## src/rtl/fifo_pkg.sv

```systemverilog
// fifo_pkg -- shared sizing constants for the fifo_ctrl queue controller.
//   FIFO_AW    : default RAM address width
//   FIFO_DW    : default data width
//   FIFO_DEPTH : default number of entries (2**FIFO_AW)
package fifo_pkg;
  localparam int FIFO_AW    = 4;
  localparam int FIFO_DW    = 8;
  localparam int FIFO_DEPTH = 1 << FIFO_AW;
endpackage

```

## src/rtl/fifo_ctrl.sv

```systemverilog
// fifo_ctrl -- queue controller for a single-port distributed RAM that sits
// beside this module (synchronous write, asynchronous read).
//
// Ports
//   clk, rst              : clock, asynchronous active-high reset
//   enq_valid, enq_data   : producer offer
//   enq_ready             : enqueue accepted this cycle (combinational)
//   deq_req               : consumer asks for one word this cycle
//   deq_data, deq_valid   : registered dequeued word, one-cycle valid pulse
//   mem_a, mem_d, mem_we  : RAM address, write data, write enable
//   mem_spo               : RAM asynchronous read data at mem_a
//   count, full, empty    : occupancy 0..DEPTH and its flags
//   ovf, udf              : sticky error flags, only with FIFO_ERR_FLAGS_EN
//
// Handshake: an enqueue happens on a rising edge where enq_valid && enq_ready.
// enq_ready may drop while enq_valid is high (full, or a dequeue owns the RAM
// port); the producer then keeps enq_valid and enq_data stable until it sees
// enq_ready. A dequeue happens on an edge where deq_req && !empty; deq_req is
// a request, not a held handshake, and is ignored when empty.
//
// Optional feature macro: FIFO_ERR_FLAGS_EN adds the ovf/udf outputs.
module fifo_ctrl
  import fifo_pkg::*;
#(
  parameter int AW = FIFO_AW,
  parameter int DW = FIFO_DW
) (
  input  logic          clk,
  input  logic          rst,
  input  logic          enq_valid,
  input  logic [DW-1:0] enq_data,
  output logic          enq_ready,
  input  logic          deq_req,
  output logic [DW-1:0] deq_data,
  output logic          deq_valid,
  output logic [AW-1:0] mem_a,
  output logic [DW-1:0] mem_d,
  output logic          mem_we,
  input  logic [DW-1:0] mem_spo,
`ifdef FIFO_ERR_FLAGS_EN
  output logic          ovf,
  output logic          udf,
`endif
  output logic [AW:0]   count,
  output logic          full,
  output logic          empty
);

  localparam int DEPTH = 1 << AW;
  localparam logic [AW:0] DEPTH_CNT = DEPTH[AW:0];

  logic [AW-1:0] head;
  logic [AW-1:0] tail;
  logic          do_deq;
  logic          do_enq;

  assign full  = (count == DEPTH_CNT);
  assign empty = (count == '0);

  // The RAM has one port, so a dequeue read and an enqueue write cannot
  // share a cycle; the dequeue wins. Both are suppressed while rst is high
  // so no write strobe escapes during reset.
  assign do_deq    = deq_req && !empty && !rst;
  assign do_enq    = enq_valid && !full && !do_deq && !rst;
  assign enq_ready = do_enq;

  // When idle the port points at head so mem_spo always shows the front.
  assign mem_a  = do_enq ? tail : head;
  assign mem_d  = enq_data;
  assign mem_we = do_enq;

  always_ff @(posedge clk or posedge rst) begin
    if (rst) begin
      head      <= '0;
      tail      <= '0;
      count     <= '0;
      deq_data  <= '0;
      deq_valid <= 1'b0;
    end else begin
      deq_valid <= do_deq;
      if (do_deq) begin
        deq_data <= mem_spo;
        head     <= head + 1'b1;
        count    <= count - 1'b1;
      end else if (do_enq) begin
        tail  <= tail + 1'b1;
        count <= count + 1'b1;
      end
    end
  end

`ifdef FIFO_ERR_FLAGS_EN
  always_ff @(posedge clk or posedge rst) begin
    if (rst) begin
      ovf <= 1'b0;
      udf <= 1'b0;
    end else begin
      if (enq_valid && full) ovf <= 1'b1;
      if (deq_req && empty)  udf <= 1'b1;
    end
  end
`endif

endmodule
```

## config.mk

```make
export PLATFORM = sky130hd
export DESIGN_NAME = fifo_ctrl
export DESIGN_NICKNAME = d
export VERILOG_FILES = /design/src/rtl/fifo_pkg.sv /design/src/rtl/fifo_ctrl.sv
export SDC_FILE = /design/constraint.sdc
export NUM_CORES = 1
export LEC_CHECK = 0
export CAP_MARGIN = 20
export CORE_ASPECT_RATIO = 0.7
export CORE_MARGIN = 2
export CORE_UTILIZATION = 42
export DETAILED_ROUTE_END_ITERATION = 10
export PLACE_DENSITY_LB_ADDON = 0.08
export SLEW_MARGIN = 5
export SYNTH_ARGS = -nofsm -noshare
export SYNTH_HDL_FRONTEND = slang
export SYNTH_SLANG_ARGS = --single-unit
```

## constraint.sdc

```tcl
create_clock -name clk -period 3.06 [get_ports clk]
set_input_delay 0.918 -clock clk [delete_from_list [all_inputs] [get_ports clk]]
set_output_delay 0.918 -clock clk [all_outputs]
set_load 0.05 [all_outputs]
```

======== Yosys cells after proc, flatten, opt, wreduce, memory -nomap -nowiden ========
Cells that the tools add are included.
operators by class
  add/sub/neg operators ................... 4
  eq/ne operators ......................... 1
  multiplexer cells ....................... 3
  bitwise logic cells ..................... 1
  reductions and logical operators ........ 12
operators with widths
  kind                                                                count
  5-bit 2-to-1 mux                                                    2
  4-bit by 1-bit adder with 4-bit output, second input constant       2
  5-bit by 1-bit adder with 5-bit output, second input constant       1
  5-bit equality test, second input constant                          1
  1-bit logical AND                                                   5
  5-bit logical NOT                                                   1
  5-bit by 1-bit subtractor with 5-bit output, second input constant  1
  1-bit logical NOT                                                   4
  4-bit 2-to-1 mux                                                    1
  2-bit AND reduction                                                 1
  2-bit nonzero test                                                  1
  1-bit NOT                                                           1
storage, ports and cells
  flip-flop bits (word level) ............. 22
  input bits .............................. 20
  output and inout port bits .............. 30

======== Depth between registers and ports, before layout ========
  depth in word-level cells ............... 9
  depth in mapped cells ................... 10
  depth with buffers taken out ............ 8

======== Worst setup path before layout ========
OpenSTA, ideal clock, no wires.
  path type ............................... input to output
  start ................................... input deq_req
  end ..................................... output mem_a[1]
  arrival time ............................ 2.155 ns
  slack ................................... -0.013 ns
  cell stages on the path ................. 6
  cells stage by stage .................... buf_2 -> nor3b_1 -> mux2i_2 -> inv_2 -> nand2_1 -> nand2_1
on the way
  longest elaborated chain between the ends .. 6
ends and longest elaborated chain
  element                         RTL line         source
  from (decl)                     fifo_ctrl.sv:33  input logic deq_req,
  1-bit logical AND (2 in a row)  fifo_ctrl.sv:63  assign do_deq = deq_req && !empty && !rst;
  1-bit logical NOT               fifo_ctrl.sv:64  assign do_enq = enq_valid && !full && !do_deq && !rst;
  1-bit logical AND (2 in a row)  fifo_ctrl.sv:64
  via enq_ready                   fifo_ctrl.sv:32  output logic enq_ready,
  4-bit 2-to-1 mux                fifo_ctrl.sv:68  assign mem_a = do_enq ? tail : head;
  to (decl)                       fifo_ctrl.sv:36  output logic [AW-1:0] mem_a,
The timed path passes the listed nets, and every way through them passes these cells.

======== Worst setup path in the final report ========
  start ................................... input rst
  end ..................................... output mem_a[1]
on the way
  longest elaborated chain between the ends .. 6
ends and longest elaborated chain
  element                                 RTL line         source
  from (decl)                             fifo_ctrl.sv:29  input logic rst,
  1-bit logical NOT (no source line) (*)  -
  1-bit logical AND                       fifo_ctrl.sv:63
  1-bit logical NOT                       fifo_ctrl.sv:64
  1-bit logical AND                       fifo_ctrl.sv:64
  1-bit logical AND (*)                   fifo_ctrl.sv:64
  4-bit 2-to-1 mux (*)                    fifo_ctrl.sv:68
Mark *: on every way between the ends. The rest lies on a longest branch, timed or not.

==> metrics.yaml <==
grt:
  grt_pass1_vias: 1054
  grt_pass1_wl_um: 4781
  antenna_found_initial: 0
  grt.overflow.total: 0
  grt.total_usage_pct: 18.34
  grt_max_degree: 14
floorplan:
  die_w_um: 68.75
  core_area_um2: 2803
  start_util_pct: 43.97
  rows: 16
  die-area_um2: 3391
  fp.dieH_um: 49.32
  num_io_pins: 50
clock_network:
  cts_root_buf: "clkbuf_8"
  htree_levels: 1
  cts_tree: "built"
  clkLatencyLatePin_ns: 0.26
  holdBufCountCts: 0
  clk_pin_slew_ns: 0.08
  cts_buffer_depth: 2
  cts_buffers: 3
  clock-sinks: 22
layout:
  nets: 202
  layout-drive-gt1-share_pct: 27.43
  diodes: 0
  final_common_cell: "nand2_1"
  area_growth_pct: 48.73
  fill_cells: 228
  layout_common_cells: "nand2_1, dfrtp_1, clkdlybuf4s50_1, buf_4, xnor2_1"
  design_area_um2: 1833
pwr:
  powerDensity_nw_per_um2: 998.8
  irDropWorstVdd_mv: 0.7181
  power_leakage_nw: 0.8671
route:
  postRouteAntennaNets: 0
  via_per_inst: 4.768
  num_vias: 1006
  wire_per_inst_um: 12.59
  drtPass1Iterations: 4
  drt_iter0_drc: 50
  drt_wl_total_um: 2657
  drc: 0
worst_setup_path:
  path_common_cell: "buf_12"
  worst-r2r-setup-slack_ns: 0.19
  critPathMaxFanout: 5
  cp_data_arrival_time_ns: 2.06
  reg2reg_depth: 8
  regToRegEndpoint: "count[4]$_DFFE_PP0P_"
  regToRegStartpoint: "count[0]$_DFFE_PP0P_"
  cp-end-kind: "output pin"
  crit_chain: "dlygate4sd2_1 > nor3b_2 > mux2i_4 > buf_12 > nand2_1 > nand2_2 > buf_12"
  cp_slowest_cell: "dlygate4sd2_1"
  critical_path_class: "primary input to output pin"
  cp_slowest_stage_delay_ns: 0.29
  cp_data_required_time_ns: 2.14
  worstSetupStartpointType: "primary input"
sta:
  final_hold_viol_count: 0
  slew-limit-headroom_pct: 64.95
  max_clock_freq_mhz: 336.1
  fin_skew_ns: 0.002614
  fin_crit_sh_pct: 97.24
  min_period_ns: 2.975
  slew_viol_final: 0
  rsz0062_at_grt: "no"
  setup-tns-final_ns: 0
  worst_pin_slew_ns: 0.5241
  setup_violations: 0
synth:
  yosys.cell_types.count: 29
  syn_inst: 133
  synth_top_area_cell: "dfrtp_1"
  synth_seq_cells: 22
  netlist_area_um2: 1232
  syn_area_per_cell_um2: 9.266
  yosysTopAreaCellShare_pct: 44.67
  yosys-top-cells-area: "dfrtp_1, nand2_1, xnor2_1"
  yosysWarnings: 0
  synth_seq_area_share_pct: 44.67
  syn-num-nets: 159
min_path:
  hold_depth: 1
  min_to: "head[3]$_DFFE_PP0P_"
  min_path_type: "flop to flop"
  min_from: "head[3]$_DFFE_PP0P_"
place:
  port_buffers: 33
  place.gp.congestion: 0.8461
  placed_area_um2: 1703
  hpwlAfterDp_um: 2023
flow_run:
  cap_violations: 0
outcome:
  status: "complete, no violations"
-- worst max-delay path: cells and delay by family --
| family | cells | cell delay, ns |
|---|---|---|
| buf+inv | 3 | 0.59 |
| mux | 1 | 0.14 |
| simple gates | 3 | 0.40 |
-- timing repair --
item | in CTS | in global routing
cloned | 0 | 0
resized for setup | 9 | 3
pin swaps | 0 | 2
setup buffers | 2 | 0
setup endpoints to repair | 6 | 6
endpoints found under the hold margin | 0 | 0
-- layer usage --
metal | vias up | routed length (um) | track usage (%) | part of all wire [%]
li1 | 508 | - | - | -
met1 | 472 | 1296 | 26.03 | 49
met3 | 6 | 97 | 3.464 | 3.7
met2 | 20 | 1240 | 28.04 | 47
met5 | - | 0 | 0 | 0
met4 | 0 | 22 | 5.882 | 0.83
-- cell usage after synthesis --
library cell / count
nand2b_1: 1
and3_1: 1
mux2_1: 2
mux2i_1: 1
a21o_2: 1
a32o_1: 1
mux2i_2: 1
a21oi_1: 4
nor4_4: 1
buf_2: 3
inv_1: 4
nor3b_1: 2
o21ai_0: 1
o21ai_2: 1
buf_4: 10
or4_4: 1
a211oi_2: 1
inv_2: 2
or4_1: 1
nor3_1: 2
fa_1: 1
nor2_1: 6
dfrtp_1: 22
nand2_1: 44
o22ai_1: 1
nor2b_1: 1
xnor2_1: 9
nand4_1: 3
ha_1: 5
-- stage by stage --
step	power [mW]	cells	utilization (%)	setup slack (ns)	hold WS, ns
floorplan	1.182	133	-	0.09037	0.4454
global placement	1.528	205	60.76	-0.2241	0.4596
detailed placement	1.548	205	60.76	-0.2278	0.4609
CTS	1.838	211	64.82	0.04870	0.4845
global route	1.953	211	65.40	0.01835	0.4934
finish	1.831	211	65.40	0.08460	0.4780
-- state kept, by name, indices dropped and copies added, names as in the netlist --
register and flops:
count 5, deq_data 8, deq_valid 1, head 4, tail 4
-- logic make-up (layout without fill, tap and decap cells) --
logic type / Yosys count / in the layout / share of synthesized area [%]
mux: 4 / 4 / 3.756
compound gates: 10 / 10 / 5.787
simple gates: 63 / 63 / 23.55
flops: 22 / 22 / 44.67
buf+inv: 19 / 61 / 9.136
xor+xnor: 9 / 9 / 6.396
fa+ha+maj: 6 / 6 / 6.701
-- area by class of cell --
| class | instances | area [um^2] | area share (%) |
|---|---|---|---|
| inverters | 6 | 25.02 | 1.365 |
| clock inverters | 1 | 30.03 | 1.638 |
| multi-input cells | 92 | 608.1 | 33.17 |
| well taps | 36 | 45.04 | 2.457 |
| flip-flops and latches | 22 | 550.5 | 30.03 |
| clock buffers | 3 | 41.29 | 2.253 |
| repair buffers | 51 | 533.0 | 29.08 |
-- how the worst max path moves through the flow --
stage | start | to | slack [ns] | cells after the start
global route | rst | mem_a[0] | 0.02 | 7
detailed placement | deq_req | count[4]$_DFFE_PP0P_ | -0.23 | 8
finish | rst | mem_a[1] | 0.08 | 7
floorplan | deq_req | mem_a[1] | 0.09 | 6
CTS | enq_valid | mem_a[3] | 0.05 | 7
global placement | deq_req | count[4]$_DFFE_PP0P_ | -0.22 | 8
-- power by group --
group	switching [mW]	leakage, nW	total (mW)	internal, mW
clock	0.0899	0.0357	0.264	0.174
sequential	0.145	0.268	0.543	0.398
combinational	0.576	0.564	1.02	0.448
total	0.811	0.867	1.83	1.02
No activity file was read; power rests on OpenSTA's default activity.
